--- config.mk ---
export PLATFORM = sky130hd
export DESIGN_NAME = vga_frame_scanner
export DESIGN_NICKNAME = d
export VERILOG_FILES = /design/src/rtl/vga_frame_scanner.sv
export SDC_FILE = /design/constraint.sdc
export NUM_CORES = 1
export LEC_CHECK = 0
export BUFFER_PORTS_ARGS = -buffer_cell sky130_fd_sc_hd__buf_4
export CORE_MARGIN = 8
export CORE_UTILIZATION = 45
export DETAILED_ROUTE_END_ITERATION = 8
export GPL_ROUTABILITY_DRIVEN = 0
export PLACE_DENSITY_LB_ADDON = 0.12
export SLEW_MARGIN = 25
export SYNTH_ARGS = -nofsm -noshare
export SYNTH_HDL_FRONTEND = slang
export SYNTH_SLANG_ARGS = --single-unit
--- constraint.sdc ---
create_clock -name Clock -period 4.2 [get_ports Clock]
set_input_delay 0.63 -clock Clock [delete_from_list [all_inputs] [get_ports Clock]]
set_output_delay 0.63 -clock Clock [all_outputs]
set_load 0.05 [all_outputs]
--- src/rtl/vga_frame_scanner.sv ---
// vga_frame_scanner: 640x480@60Hz VGA timing, framebuffer read addressing and pipeline-aligned RGB/sync outputs
// Clock        50MHz system clock; counters advance on every other edge (25MHz pixel tick)
// Reset        synchronous, active-high
// oReadAddress {fb_y[7:0], fb_x[7:0]} read address, registered one Clock after the counters
// iColor       {R,G,B} from video memory, valid MEM_LATENCY Clocks after oReadAddress
// oVGA_*       1-bit colour pins, forced to 0 outside the visible area or outside the framebuffer
// oHSync/oVSync sync pulses with SYNC_ACTIVE polarity
// oFrameStart  one-Clock pulse on the first Clock that pixel (0,0) is presented at the pins
module vga_frame_scanner #(
  parameter int SCALE_SHIFT = 1,
  parameter int FB_DIM = 256,
  parameter int MEM_LATENCY = 0,
  parameter bit SYNC_ACTIVE = 1'b0,
  parameter int H_VIS = 640,
  parameter int H_FP = 16,
  parameter int H_SYNC = 96,
  parameter int H_BP = 48,
  parameter int V_VIS = 480,
  parameter int V_FP = 10,
  parameter int V_SYNC = 2,
  parameter int V_BP = 33
) (
  input  logic        Clock,
  input  logic        Reset,
  output logic [15:0] oReadAddress,
  input  logic [2:0]  iColor,
  output logic        oVGA_Red,
  output logic        oVGA_Green,
  output logic        oVGA_Blue,
  output logic        oHSync,
  output logic        oVSync,
  output logic        oFrameStart
);
  localparam logic [9:0] HV = 10'(H_VIS);
  localparam logic [9:0] HS0 = 10'(H_VIS + H_FP);
  localparam logic [9:0] HS1 = 10'(H_VIS + H_FP + H_SYNC);
  localparam logic [9:0] HMAX = 10'(H_VIS + H_FP + H_SYNC + H_BP - 1);
  localparam logic [9:0] VV = 10'(V_VIS);
  localparam logic [9:0] VS0 = 10'(V_VIS + V_FP);
  localparam logic [9:0] VS1 = 10'(V_VIS + V_FP + V_SYNC);
  localparam logic [9:0] VMAX = 10'(V_VIS + V_FP + V_SYNC + V_BP - 1);
  localparam logic [9:0] FBD = 10'(FB_DIM);
  logic       tick;
  logic [9:0] hcnt, vcnt, fbx, fby;
  logic [3:0] flags;
  logic [3:0] fd [0:MEM_LATENCY];
  always_ff @(posedge Clock) begin
    if (Reset) begin
      tick <= 1'b0;
      hcnt <= '0;
      vcnt <= '0;
    end else begin
      tick <= ~tick;
      if (tick) begin
        hcnt <= (hcnt == HMAX) ? '0 : hcnt + 10'd1;
        if (hcnt == HMAX) vcnt <= (vcnt == VMAX) ? '0 : vcnt + 10'd1;
      end
    end
  end
  // flags: {frame_start, show_colour, hsync_active, vsync_active}; frame start marks only the
  // first Clock of pixel (0,0), which is the Clock where tick is still low
  always_comb begin
    fbx = hcnt >> SCALE_SHIFT;
    fby = vcnt >> SCALE_SHIFT;
    flags = {hcnt == 10'd0 && vcnt == 10'd0 && !tick,
             hcnt < HV && vcnt < VV && fbx < FBD && fby < FBD,
             hcnt >= HS0 && hcnt < HS1,
             vcnt >= VS0 && vcnt < VS1};
  end
  // fd[0] is the address-stage flag register; fd[1..] track memory latency so that
  // fd[MEM_LATENCY] lines up with iColor
  always_ff @(posedge Clock) begin
    if (Reset) begin
      oReadAddress <= '0;
      for (int i = 0; i <= MEM_LATENCY; i++) fd[i] <= '0;
      {oVGA_Red, oVGA_Green, oVGA_Blue} <= 3'b000;
      oHSync <= ~SYNC_ACTIVE;
      oVSync <= ~SYNC_ACTIVE;
      oFrameStart <= 1'b0;
    end else begin
      oReadAddress <= {fby[7:0], fbx[7:0]};
      fd[0] <= flags;
      for (int i = 1; i <= MEM_LATENCY; i++) fd[i] <= fd[i-1];
      {oVGA_Red, oVGA_Green, oVGA_Blue} <= fd[MEM_LATENCY][2] ? iColor : 3'b000;
      oHSync <= fd[MEM_LATENCY][1] ? SYNC_ACTIVE : ~SYNC_ACTIVE;
      oVSync <= fd[MEM_LATENCY][0] ? SYNC_ACTIVE : ~SYNC_ACTIVE;
      oFrameStart <= fd[MEM_LATENCY][3];
    end
  end
endmodule

==> results.md, run 1 <==
* Most instantiated library cell after synthesis: dfxtp_1
* TritonCTS clock tree: built
* Unrepaired setup endpoints after global routing: no
* Global route overflow at 0
* Ant diodes at 0
* F_max at 478.6 MHz
* Crit-path cells: ha_1 > and4_1 > nand3_1 > or4b_2 > a21oi_1
* Delay-heaviest family, CP: simple AND/OR/NAND/NOR gates
* Die width at 78.70 um
* Slew headroom at 48.75%
* Clock Root Buffer: clkbuf_8
* Largest buffer count on any clock path at 2
* Synthesized Nets at 195
* Setup_tns at 0 ns
* Skew final at 0.004705 ns
* Starting Density at 47.61%
* Final #Nets at 218
* First-pass GRT wire length at 6134 um
* Synth top area share at 53.18%
* Synth Cell Area at 1769 sq um
* Max-slew violations at 0
* Period minus WS final at 2.090 ns
* Synth Warn # at 0
* Inst Count DP at 250
* First DRT Iteration DRCs at 100
* Yosys cell types at 35
* Post-Route WL at 3571 um
* Post-DP HPWL at 2605 um
* Buffer and inverter count on the worst path at 0
* Worst r2r src: hcnt[0]
* Register clock-pin slew on the reported worst setup and hold paths at 0.08 ns
* Post-synthesis register bit count at 47
* Synth Area per Inst at 9.512 sq um
* Sequential share of the synthesized area at 53.18%
* Cts bufs inserted at 5
* Via count at 1348
* Worst Path Class, Setup: register to register
* Slew of the pin with the lowest slew margin at 0.7622 ns
* Min-delay worst type: register to register
* Period utilization at 49.75%
* Synth async-reset ratio at 0%
* WL/cell at 13.84 um
* Register area at 940.9 sq um
* CTS-repair resized insts at 0
* Status: completed
* Footprint of the multi-input gates at 765.7 sq um
* Post-route setup slack at 2.110 ns
* Critical path fanouts, max at 8
* Via density at 5.225
* Most instantiated cells after synthesis: dfxtp_1 (47), nor2_1 (18), nor2b_1 (18)
* Max-cap violations at 0
* Hold Fails Final Rpt at 0
* Leak at 0.0008239 uW
* Routed Antenna Nets at 0
* IO Count at 27
* Hold_sp: fd[0][1]
* Post-CTS Setup Inserts at 0
* Worst-Skew Late Latency at 0.30 ns
* Yosys top cell by area: dfxtp_1
* Hold Slack at 0.3666 ns
* Synthesized instance count at 186
* # rows at 22
* Filler instances at 336
* CP Data Arrival Time at 2.32 ns
* Slowest CP cell: or4b_2
* Worst VDD drop at 0.0001869 V
* Worst stage delay on the critical path at 0.69 ns
* CTS Sinks at 47
* Placement Setup Slack at 2.144 ns
* Die height at 78.70 um
* GR Util All Layers at 12.36%
* Top cells by area, synth: dfxtp_1 (53%), nor2b_1 (6.4%), nor2_1 (3.8%)
* Core area at 3716 sq um
* Post-route non-filler standard cell count at 258
* Drt pass-1 iters at 4
* EDFF count, synth at 0
* Vias in the first global route at 1286
* Cts hold-fix bufs at 0
* Final setup fails at 0
* H-tree levels at 2
* Setup crit start kind: register
* Die area at 6194 sq um
* Worst Setup End Kind: register
* Maximum number of pins on one net before global-route repair at 28
* Initial antenna violation count at 0
* Top FF cell, synth: dfxtp_1
* IO buf count at 26
* Layout Area Growth over Synthesis at 19.45%
* Post-detailed-route DRC marker count at 0
* Worst setup startpoint: hcnt[0]
* Layout cells sized above 1 at 17.14%
* PwrDens at 414.3 nW/um^2
* Worst endpoint required time at 4.43 ns
==> layout make-up <==
type,instances,area share [%]
well taps,48,2.842
multi-input cells,124,36.23
clock inverters,2,2.842
flip-flops and latches,47,44.52
repair buffers,26,9.236
inverters,5,0.8881
clock buffers,6,3.434
==> cells in the final DEF (no fill, tap or decap) <==
master     synthesis  routed
bufinv_16          0       2
a32o_1             1       1
xor2_1             7       7
and4_1             3       3
nand3_1           10      10
dfxtp_1           47      47
nand2b_1           1       1
o31ai_1            3       3
o21ai_0            4       4
buf_4              0      26
and2_1             4       4
clkbuf_1           4       1
nand3b_1           1       1
nand4_1            5       5
o21ai_1            1       1
or2_4              1       1
nor4_1             3       3
xnor2_1            3       3
mux2_2             1       1
inv_1              5       5
nor2_1            18      18
nand2_1           11      11
nor2b_1           18      18
nor3_1             2       2
or3_1              4       4
nand4b_1           1       1
or4b_2             1       1
ha_1               4       4
or4_1              3       3
and3_1             3       3
and4b_1            1       1
a31oi_1            1       1
a21oi_1            7       7
nor4b_1            1       1
clkbuf_8           0       5
o311ai_0           1       1
==> stage by stage <==
| step | power [uW] | utilization [%] | cell area (sq um) |
|---|---|---|---|
| 2_1_floorplan | 495.2 | - | 1769 |
| 3_3_place_gp | 506.1 | 53.30 | 1981 |
| 3_5_place_dp | 507.0 | 53.30 | 1981 |
| 4_1_cts | 885.2 | 56.87 | 2113 |
| 5_1_grt | 911.1 | 56.87 | 2113 |
| 6_report | 875.6 | 56.87 | 2113 |
==> power by group <==
group	internal, uW	switching [uW]
registers	453	6.87
clock network	238	142
logic	13.5	23.3
==> flip-flops by register name, indices dropped and copies added (netlist names) <==
signal and cells:
fd 4, hcnt 10, oFrameStart 1, oHSync 1
oReadAddress 16, oVGA_Blue 1, oVGA_Green 1, oVGA_Red 1
oVSync 1, tick 1, vcnt 10
==> cells by family (layout without fill, tap and decap cells) <==
family,count (synthesis),count (layout),synth area share (%)
DFF,47,47,53.18
xor gates and xnor gates,10,10,4.951
and+or+nand+nor,91,91,28.78
adders and majority gates,4,4,2.829
buffers and inverters,15,39,3.536
AOI/OAI and AO/OA,18,18,6.082
muxes,1,1,0.6364
==> path summary, 6_finish.rpt <==
path | end | slack [ns] | depth (start not counted)
min reg2reg | oHSync | 0.37 | 1
max | vcnt[4] | 2.11 | 5
min | oHSync | 0.37 | 1
max reg2reg | vcnt[4] | 2.11 | 5
==> metal layers <==
layer  global-route usage [%]  vias up  part of all wire, %
li1                         -      679                    -
met1                    14.75      614                   45
met2                    19.39       47                   45
met3                    3.941        8                  8.1
met4                    6.667        0                  2.3
met5                        0        -                    0
No activity file was read; power rests on OpenSTA's default activity.
==> run 2: changes to the inputs <==
==> constraint.sdc (replaced) <==
create_clock -name Clock -period 2.2 [get_ports Clock]
set_input_delay 0.33 -clock Clock [delete_from_list [all_inputs] [get_ports Clock]]
set_output_delay 0.33 -clock Clock [all_outputs]
set_load 0.05 [all_outputs]
==> results.md, run 2 (synthesized netlist as in run 1, its figures left out) <==
* Slew of the pin with the lowest slew margin at 0.5595 ns
* Commonest non-fill, non-tap cell in the layout: dfxtp_1
* Slew headroom at 62.45%
* F_max at 497.8 MHz
* Setup_tns at 0 ns
* Critical path fanouts, max at 8
* Routed Antenna Nets at 0
* Via density at 5.282
* # rows at 22
* Ant diodes at 0
* IO buf count at 26
* Post-route setup slack at 0.1911 ns
* R2R depth at 5
* Final setup fails at 0
* GR Util All Layers at 12.02%
* Top reg by flops: oReadAddress
* Starting Density at 47.61%
* Via count at 1384
* CP Data Arrival Time at 2.24 ns
* Post-DP HPWL at 2617 um
* Layout Area Growth over Synthesis at 18.88%
* Initial antenna violation count at 0
* Filler instances at 351
* IO Count at 27
* Max-cap violations at 0
* First-pass GRT wire length at 6037 um
* Cts hold-fix bufs at 0
* Die area at 6194 sq um
* Register clock-pin slew on the reported worst setup and hold paths at 0.09 ns
* Post-detailed-route DRC marker count at 0
* PwrDens at 691.0 nW/um^2
* Period minus WS final at 2.009 ns
* Worst-Skew Late Latency at 0.30 ns
* Biggest regs: oReadAddress (16), hcnt (10), vcnt (10)
* Global route overflow at 0
* Max-slew violations at 0
* Leak at 0.0008201 uW
* Worst Setup End Kind: register
* Post-Route WL at 3603 um
* Maximum number of pins on one net before global-route repair at 28
* TritonCTS clock tree: built
* Hold Crit Depth at 2
* Hold Fails Final Rpt at 0
* Largest buffer count on any clock path at 2
* Die height at 78.70 um
* Status: completed
* Min-delay worst type: input port to register
* Worst VDD drop at 0.0003190 V
* Max reg flops at 16
* Die width at 78.70 um
* Layout cells sized above 1 at 19.63%
* Core area at 3716 sq um
* H-tree levels at 2
* WL/cell at 13.75 um
* Worst endpoint required time at 2.43 ns
* Worst Path Class, Setup: register to register
* Cts bufs inserted at 5
* Drt pass-1 iters at 4
* Period utilization at 91.31%
* Setup crit start kind: register
* Most frequent cells in the layout: dfxtp_1 (47), buf_4 (30), nor2b_1 (18), nor2_1 (18), nand2_1 (11)
* Clock Root Buffer: clkbuf_8
* Skew final at 0.007635 ns
* Placement Setup Slack at 0.1324 ns
* Vias in the first global route at 1324
* Post-CTS Setup Inserts at 0
* CTS Sinks at 47
* Final #Nets at 222
* Unrepaired setup endpoints after global routing: no
* First DRT Iteration DRCs at 110
run 2: changes by cell type in the layout (fill, tap and decap cells not counted), sizes merged:
| cell | delta |
|---|---|
| clkinvlp | +2 |
| buf | +4 |
| clkinv | +1 |
| clkbuf | -1 |
| bufinv | -2 |
run 2: final timing paths:
path / from / endpoint / slack [ns]
worst max-delay path: hcnt[0] / vcnt[7] / 0.19
worst min-delay path: iColor[0] / oVGA_Blue / 0.23
worst max register to register: hcnt[0] / vcnt[7] / 0.19
worst min register to register: fd[0][1] / oHSync / 0.37
run 2: metal layers:
metal | GRT usage, % | up-vias | share of wire (%)
li1 | - | 690 | -
met1 | 14.25 | 638 | 45
met2 | 19.06 | 50 | 46
met3 | 3.941 | 6 | 8.0
met4 | 6.111 | 0 | 0.58
met5 | 0 | - | 0
run 2: what timing repair did:
item / 4_1_cts / 5_1_grt
endpoints found under the hold margin: 0 / 0
resized for setup: 0 / 1
setup endpoints to repair: 0 / 1
run 2: cell type report:
type,instances,area (sq um),share of cell area [%]
multi-input combinational,124,769.5,36.59
tap,48,60.06,2.855
clock inverter,3,20.02,0.9518
timing repair buffer,30,225.2,10.71
clock buffer,5,68.82,3.272
sequential,47,940.9,44.74
inverter,5,18.77,0.8923
run 2: power by group:
part | total, uW | internal (uW) | leakage, uW | switching (uW)
logic | 72.8 | 27.0 | 0.000399 | 45.8
clock network | 503 | 221 | 0.0000402 | 282
registers | 877 | 864 | 0.000381 | 12.9
total | 1450 | 1110 | 0.000820 | 341
run 2: worst max-delay path: stages (launching register included):
cell     delay (ns)
dfxtp_1        0.40
ha_1           0.23
nand4_1        0.13
or4_4          0.60
or4_1          0.42
a21oi_1        0.16
run 2: through the flow:
stage	hold WS (ns)	area, sq um	utilization, %	instances	power [uW]
3_5_place_dp	0.3511	2011	54.11	254	969.9
6_report	0.2302	2103	56.60	262	1453
2_1_floorplan	0.3434	1769	-	186	945.3
3_3_place_gp	0.3509	2011	54.11	254	968.0
4_1_cts	0.2162	2100	56.50	262	1472
5_1_grt	0.2269	2103	56.60	262	1514
